--- src/rtl/module_hamming_secded_stream_pkg.sv ---
// Shared SECDED helpers: code geometry, data-position mapping and the
// error classification type used by the streaming decoder.
package pkg_secded;

    localparam int MAX_CW = 64;

    typedef enum logic [1:0] {
        ERR_NONE,
        ERR_SINGLE,
        ERR_DOUBLE
    } err_class_t;

    function automatic int par_w(input int data_w);
        int r;
        r = 1;
        while ((1 << r) < data_w + r + 1) begin
            r++;
        end
        return r;
    endfunction

    function automatic logic is_pow2(input int pos);
        return (pos > 0) && ((pos & (pos - 1)) == 0);
    endfunction

    // Data bits live in the non-power-of-two positions, lowest position first.
    function automatic logic [MAX_CW-1:0] extract_data(input logic [MAX_CW-1:0] cw,
                                                        input int cw_w);
        logic [MAX_CW-1:0] d;
        int j;
        d = '0;
        j = 0;
        for (int k = 1; k < MAX_CW; k++) begin
            if (k < cw_w && !is_pow2(k)) begin
                d[j] = cw[k];
                j++;
            end
        end
        return d;
    endfunction

endpackage

--- src/rtl/module_hamming_secded_stream_syndrome.sv ---
// Combinational Hamming syndrome and overall parity of an extended codeword.
// Bit 0 is the overall parity bit; bit k carries Hamming position k.
module module_secded_syndrome #(
    parameter int CW_W = 8,
    localparam int SYN_W = $clog2(CW_W)
) (
    input  logic [CW_W-1:0]  codeword_i,
    output logic [SYN_W-1:0] syndrome_o,
    output logic             parity_o
);

    always_comb begin
        syndrome_o = '0;
        for (int k = 1; k < CW_W; k++) begin
            if (codeword_i[k]) begin
                syndrome_o = syndrome_o ^ SYN_W'(k);
            end
        end
        parity_o = ^codeword_i;
    end

endmodule

--- src/rtl/module_hamming_secded_stream.sv ---
// Two-stage SECDED decoder/corrector for a valid/ready codeword stream,
// with detect-only mode and saturating error counters.
module module_hamming_secded_stream
    import pkg_secded::*;
#(
    parameter int DATA_W = 4,
    parameter int CNT_W  = 8,
    localparam int PAR_W = par_w(DATA_W),
    localparam int CW_W  = DATA_W + PAR_W + 1
) (
    input  logic              clk_i,
    input  logic              rst_n_i,
    input  logic              in_valid_i,
    output logic              in_ready_o,
    input  logic [CW_W-1:0]   codeword_i,
    input  logic              corr_en_i,
    output logic              out_valid_o,
    input  logic              out_ready_i,
    output logic [DATA_W-1:0] data_o,
    output logic              err_single_o,
    output logic              err_double_o,
    output logic [PAR_W-1:0]  syndrome_o,
    output logic [CNT_W-1:0]  cnt_corr_o,
    output logic [CNT_W-1:0]  cnt_uncorr_o,
    input  logic              clr_cnt_i
);

    logic              s1_valid;
    logic              s1_corr_en;
    logic              s1_parity;
    logic [CW_W-1:0]   s1_cw;
    logic [PAR_W-1:0]  s1_syn;

    logic [PAR_W-1:0]  in_syn;
    logic              in_parity;

    logic              s2_open;
    logic              s1_advance;
    logic              in_fire;
    logic              out_fire;

    err_class_t        s1_class;
    logic [CW_W-1:0]   corr_cw;
    logic [DATA_W-1:0] s1_data;

    module_secded_syndrome #(
        .CW_W(CW_W)
    ) u_syndrome (
        .codeword_i(codeword_i),
        .syndrome_o(in_syn),
        .parity_o  (in_parity)
    );

    // Handshake: a transfer happens on a cycle where valid and ready are both
    // high; valid never waits on ready, and a stage loads when empty or when
    // its current word leaves in the same cycle.
    assign s2_open    = !out_valid_o || out_ready_i;
    assign s1_advance = s1_valid && s2_open;
    assign in_ready_o = !s1_valid || s1_advance;
    assign in_fire    = in_valid_i && in_ready_o;
    assign out_fire   = out_valid_o && out_ready_i;

    always_ff @(posedge clk_i or negedge rst_n_i) begin
        if (!rst_n_i) begin
            s1_valid   <= 1'b0;
            s1_corr_en <= 1'b0;
            s1_parity  <= 1'b0;
            s1_cw      <= '0;
            s1_syn     <= '0;
        end else begin
            if (in_ready_o) begin
                s1_valid <= in_valid_i;
            end
            if (in_fire) begin
                s1_cw      <= codeword_i;
                s1_corr_en <= corr_en_i;
                s1_syn     <= in_syn;
                s1_parity  <= in_parity;
            end
        end
    end

    // Odd overall parity with an in-range syndrome is one flipped bit;
    // anything else nonzero cannot be corrected.
    always_comb begin
        s1_class = ERR_NONE;
        if (s1_parity && (int'(s1_syn) <= CW_W - 1)) begin
            s1_class = ERR_SINGLE;
        end else if (s1_parity || (s1_syn != '0)) begin
            s1_class = ERR_DOUBLE;
        end
        corr_cw = s1_cw;
        if ((s1_class == ERR_SINGLE) && s1_corr_en) begin
            corr_cw[s1_syn] = ~s1_cw[s1_syn];
        end
        s1_data = DATA_W'(extract_data(MAX_CW'(corr_cw), CW_W));
    end

    always_ff @(posedge clk_i or negedge rst_n_i) begin
        if (!rst_n_i) begin
            out_valid_o  <= 1'b0;
            data_o       <= '0;
            err_single_o <= 1'b0;
            err_double_o <= 1'b0;
            syndrome_o   <= '0;
        end else if (s2_open) begin
            out_valid_o <= s1_valid;
            if (s1_valid) begin
                data_o       <= s1_data;
                err_single_o <= (s1_class == ERR_SINGLE);
                err_double_o <= (s1_class == ERR_DOUBLE);
                syndrome_o   <= s1_syn;
            end
        end
    end

    always_ff @(posedge clk_i or negedge rst_n_i) begin
        if (!rst_n_i) begin
            cnt_corr_o   <= '0;
            cnt_uncorr_o <= '0;
        end else if (clr_cnt_i) begin
            cnt_corr_o   <= '0;
            cnt_uncorr_o <= '0;
        end else if (out_fire) begin
            if (err_single_o && (cnt_corr_o != '1)) begin
                cnt_corr_o <= cnt_corr_o + 1'b1;
            end
            if (err_double_o && (cnt_uncorr_o != '1)) begin
                cnt_uncorr_o <= cnt_uncorr_o + 1'b1;
            end
        end
    end

endmodule

--- config.mk ---
export PLATFORM = sky130hd
export DESIGN_NAME = module_hamming_secded_stream
export DESIGN_NICKNAME = d
export VERILOG_FILES = /design/src/rtl/module_hamming_secded_stream_pkg.sv /design/src/rtl/module_hamming_secded_stream_syndrome.sv /design/src/rtl/module_hamming_secded_stream.sv
export SDC_FILE = /design/constraint.sdc
export NUM_CORES = 1
export LEC_CHECK = 0
export CAP_MARGIN = 10
export CORE_MARGIN = 2
export CORE_UTILIZATION = 30
export DETAILED_ROUTE_END_ITERATION = 6
export PLACE_DENSITY = 0.55
export RECOVER_POWER = 100
export SETUP_SLACK_MARGIN = 0.02
export SYNTH_ARGS = -nofsm -noshare
export SYNTH_HDL_FRONTEND = slang
export SYNTH_SLANG_ARGS = --single-unit
--- constraint.sdc ---
create_clock -name clk_i -period 1.87 [get_ports clk_i]
set_input_delay 0.561 -clock clk_i [delete_from_list [all_inputs] [get_ports clk_i]]
set_output_delay 0.561 -clock clk_i [all_outputs]
set_load 0.005 [all_outputs]
; ---- Word level (Yosys, flattened, before mapping)
; Cells that the tools add are included.
[op_classes]
add_sub_neg = 2
n_mul = 0
div_mod_pow = 0
n_lt_le_gt_ge = 2
n_eq_ne = 4
n_shift = 0
n_mux = 21
bitwise_logic = 7
n_reduce_logical = 20
[op_table]
columns = operator, n
row1 = $mux 8, 7
row2 = $add 8x1->8 const B, 2
row3 = $ne 8x8->1 const B, 2
row4 = $mux 3, 4
row5 = $bwmux 8, 1
row6 = $mux 2, 4
row7 = $reduce_xor 8->1, 1
row8 = $logic_and 1x1->1, 7
row9 = $not 2->2, 3
row10 = $reduce_and 2->1, 3
row11 = $reduce_bool 2->1, 3
row12 = $lt 3x4->1 const B, 1
row13 = $bmux 1 s3, 1
row14 = $demux 1 s3, 1
row15 = $ge 3x1->1 const B, 1
row16 = $logic_or 1x1->1, 3
row17 = $mux 1, 3
row18 = $not 3->3, 1
row19 = $reduce_bool 3->1, 1
row20 = $eq 2x1->1 const B, 1
row21 = $eq 2x2->1 const B, 1
row22 = $logic_not 1->1, 2
row23 = $not 1->1 const A, 2
row24 = $not 1->1, 1
[totals]
reg_bits = 40
latchBits = 0
ramBits = 0
rom_bits = 0
in_bits = 14
out_inout_bits = 27
elab_cells = 68
n_memories = 0

; ---- Depth between registers and ports, before layout
[logic_depth]
word_depth = 11
depth_mapped = 5
mapped_depth_nobuf = 5

; ---- Modules after synthesis
; From an unflattened synthesis, not the netlist that was laid out.
[unflattened]
cells_unflattened = 160
hier_area_um2 = 1800.5
[modules_own_cells]
columns = module, instances, cells_each, area_each_um2, seq_area_each_um2
row1 = module_hamming_secded_stream, 1, 149, 1696.6, 900.9
row2 = module_secded_syndrome, 1, 11, 103.8, 0.0

; ---- Worst setup path after synthesis
; Ideal clock, no wire load.
[synth_path]
path_kind = input-to-reg
from = in out_ready_i
to = reg s1_corr_en
arrival_ns = 1.368
required_time_ns = 1.745
path_slack_ns = 0.377
path_stages = 4
path_buffers = 1
path_cell_list = nand3b_1 nand2_2 buf_4 mux2_2
[synth_via]
elab_chain_cells = 4
[synth_rtl]
columns = item, line_no
row1 = from (decl), module_hamming_secded_stream.sv:18  ; input logic out_ready_i,
row2 = $logic_or 1x1->1, module_hamming_secded_stream.sv:57  ; assign s2_open = !out_valid_o || out_ready_i;
row3 = $logic_and 1x1->1, module_hamming_secded_stream.sv:58  ; assign s1_advance = s1_valid && s2_open;
row4 = $logic_or 1x1->1, module_hamming_secded_stream.sv:59  ; assign in_ready_o = !s1_valid || s1_advance;
row5 = $logic_and 1x1->1, module_hamming_secded_stream.sv:60  ; assign in_fire = in_valid_i && in_ready_o;
row6 = to (signal assigned), module_hamming_secded_stream.sv:76  ; s1_corr_en <= corr_en_i;
row7 = to (decl), module_hamming_secded_stream.sv:29  ; logic s1_corr_en;
; Every way passes these cells.
; A chain may end at the register's enable or synchronous reset.

; ---- Final worst setup path
[layout_path]
from = reg cnt_uncorr_o[7]
to = out cnt_uncorr_o[7]
[layout_lines]
columns = item, line_no
row1 = from (decl), module_hamming_secded_stream.sv:24  ; output logic [CNT_W-1:0] cnt_uncorr_o,
row2 = from (signal assigned), module_hamming_secded_stream.sv:129  ; cnt_uncorr_o <= cnt_uncorr_o + 1'b1;
; No word-level cell between the ends.

==> out/results.txt <==
Status - finished clean
CTS sink cnt - 36
Worst slew margin - 40.9%
Post-synthesis mux area share - 9.83%
Avg Cell Area, Syn - 10.9 sq um
Largest net degree at the start of global routing - 37
Hold_buf cts - 0
Placer Congestion - 0.738
Crit-path slowest cell - dlygate4sd3_1
Die H - 80.5 um
Critical path buffer and inverter count - 1
Xor/xnor share of the synthesized area - 10.5%
Core Region - 5570 sq um
Routed WL - 3470 um
Row count - 27
Worst VDD drop - 0.323 mV
Maximum clock rate - 0.549 GHz
Leak Pwr - 1.02 nW
Nets - 236
# DRC - 0
Ports - 41
Yosys reg bits - 36
Final setup viols - 0
Worst hold path type - register to register
Root Buffer - clkbuf_8
Vias - 1,376
Fin Clk Skew - 0.00621 ns
EDFF count, synth - 0
CP Depth - 1
TritonCTS clock tree - built
Max Slew Vio Count - 0
Number of stages on the worst hold path - 1
Commonest cells in the netlist - dfrtp_1 (36), nand2_1 (17), xnor2_1 (15)
Worst Path Max Fanout - 3
Post-DP HPWL - 2660 um
Synth Area in Simple Gates - 18.4%
Vias in the first global route - 1,309
Initial antenna violation count - 0
Critical Path AT - 1.26 ns
Total gr overflow - 0
Cells after DPL - 284
Pwr dens - 887 nW/um^2
H-tree depth - 2
Reg2Reg Depth - 6
Post-synthesis cell type count - 33
Setup CP Type - register to output pin
CP max stage delay - 0.58 ns
Critical Path Start Type - register
Inserted Clock Buffers - 5
Main combinational cell family by area after synthesis - simple AND/OR/NAND/NOR gates
Post-layout util - 43.3%
Compound-Gate Fraction of Synth Area - 6.98%
Slew at the pin with the worst max-slew slack - 0.886 ns
Synth-to-layout area growth - 37.3%
Vias per cell - 4.70
Cells after synthesis - 161
Die extent in x - 80.5 um
Routed Antenna Nets - 0
RSZ-0062 raised after global routing - yes
Internal power - 0.00158 W
Clk pwr share - 31.9%
Clock buffer depth - 2
Clk Latency, worst-skew pair - 0.29 ns
Ant diodes - 0
Seq/Total Area, Yosys - 51.3%
All-Layer GR Usage - 12.0%
CP cell instances - dlygate4sd3_1
FFs w/ async S/R, synth - 100%
Logic pwr share - 21.9%
First-pass DRT Iterations - 4
Synth area leaders - dfrtp_1 (51%), xnor2_1 (7.5%), mux2_2 (6.4%), nand2_1 (3.6%), mux2i_1 (3.4%)
Cell taking the most area after synthesis - dfrtp_1
Mapped cell area - 1760 sq um
Part of the power in registers - 46.2%
Max-Cap Viols - 0
PortBufs - 40
Die ar. - 6480 sq um
Crit. End Element - output pin
Drt wl/cell - 11.9 um
Adder-cell share of the synthesized area - 1.42%
Initial DRC count - 59
Starting Density - 31.5%
Number of fill cells - 571
CP delay by family, top - buffers and inverters
Synth Warn # - 0
Post-route insts no fill - 293
Sw Pwr - 0.000561 W
Fin. Hold Viols - 0
Share of Yosys cell area claimed by the top area cell type - 51.3%
Fin Hold WS - 0.493 ns
Top-count cell post-synth - dfrtp_1
Worst EP required - 1.31 ns
CTS clk-pin slew, worst paths - 0.07 ns
Fraction of layout cells with a size suffix above 1 - 17.2%
Final worst path period need - 1.82 ns
Final Cycle Share - 97.4%
Main synth FF type - dfrtp_1
Sw frac - 26.2%
Syn nets - 177
First-pass GRT wire length - 5960 um
[layer usage]
metal,GRT usage (%),wire (um),vias up
met3,3.26,190,7
li1,-,-,680
met2,18.3,1620,37
met1,15.8,1600,652
met5,0,0,-
met4,5.76,57,0
[final cells by class]
cell class,instances,area [sq um],share of cell area [%]
Inverter,2,7.51,0.311
Multi-Input combinational cell,119,801,33.2
Clock inverter,3,42.5,1.76
Clock buffer,5,68.8,2.85
Tap cell,72,90.1,3.73
Sequential cell,36,908,37.7
Timing Repair Buffer,56,494,20.5
[path summary, 6_finish.rpt]
check	startpoint	to	slack (ns)
max reg2reg	cnt_corr_o[0]	cnt_corr_o[1]	0.23
min reg2reg	s1_valid	out_valid_o	0.49
max	cnt_uncorr_o[7]	cnt_uncorr_o[7]	0.05
min	s1_valid	out_valid_o	0.49
min in group asynchronous	rst_n_i	cnt_corr_o[7]	0.93
max in group asynchronous	rst_n_i	cnt_corr_o[6]	0.34
[per-stage QoR]
stage          setup TNS [ns]  worst slack [ns]  total power (W)  instance area (sq um)
2_1_floorplan               0             0.377          0.00122                   1760
3_3_place_gp            -2.45            -0.446          0.00152                   2350
3_5_place_dp            -2.50            -0.458          0.00153                   2350
4_1_cts                     0            0.0105          0.00222                   2470
5_1_grt                     0           0.00605          0.00228                   2410
6_report                    0            0.0482          0.00214                   2410
[cells by family after synthesis]
kind of cell,count (synthesis)
mux,16
compound gates,20
xor+xnor,21
buf+inv,6
fa+ha+maj,2
flops,36
simple gates,60
[state kept, by name, indices dropped and copies added (netlist names)]
| register | cells |
|---|---|
| syndrome_o | 3 |
| out_valid_o | 1 |
| data_o | 4 |
| err_double_o | 1 |
| s1_cw | 4 |
| cnt_uncorr_o | 8 |
| s1_corr_en | 1 |
| s1_parity | 1 |
| s1_syn | 3 |
| err_single_o | 1 |
| cnt_corr_o | 8 |
| s1_valid | 1 |
[placed cells by master (no fill, tap or decap), types with 3 or more instances in the layout]
cell and n:
clkdlybuf4s50_1 30, dfrtp_2 6, a21oi_1 4, o21ai_0 11, clkbuf_8 5, dlygate4sd3_1 8
nand3_1 3, clkbuf_4 3, clkbuf_1 6, mux2_2 10, dfrtp_1 30, nand4_1 8
xor2_1 6, buf_4 6, mux2i_1 6, xnor2_1 15, nand2_1 18, nor2_1 13
[power groups by stage]
stage / Combinational (W) / Clock, W / Sequential [W]
6_report: 0.000468 / 0.000683 / 0.000989
5_1_grt: 0.000527 / 0.000735 / 0.00102
4_1_cts: 0.000521 / 0.000700 / 0.000997
3_5_place_dp: 0.000519 / 0 / 0.00101
3_3_place_gp: 0.000511 / 0 / 0.00101
2_1_floorplan: 0.000225 / 0 / 0.000993
[repair_timing]
action,4_1_cts,5_1_grt
resized for setup,6,5
buffers inserted,1,0
setup endpoints to repair,5,5
No activity file was read; power rests on OpenSTA's default activity.
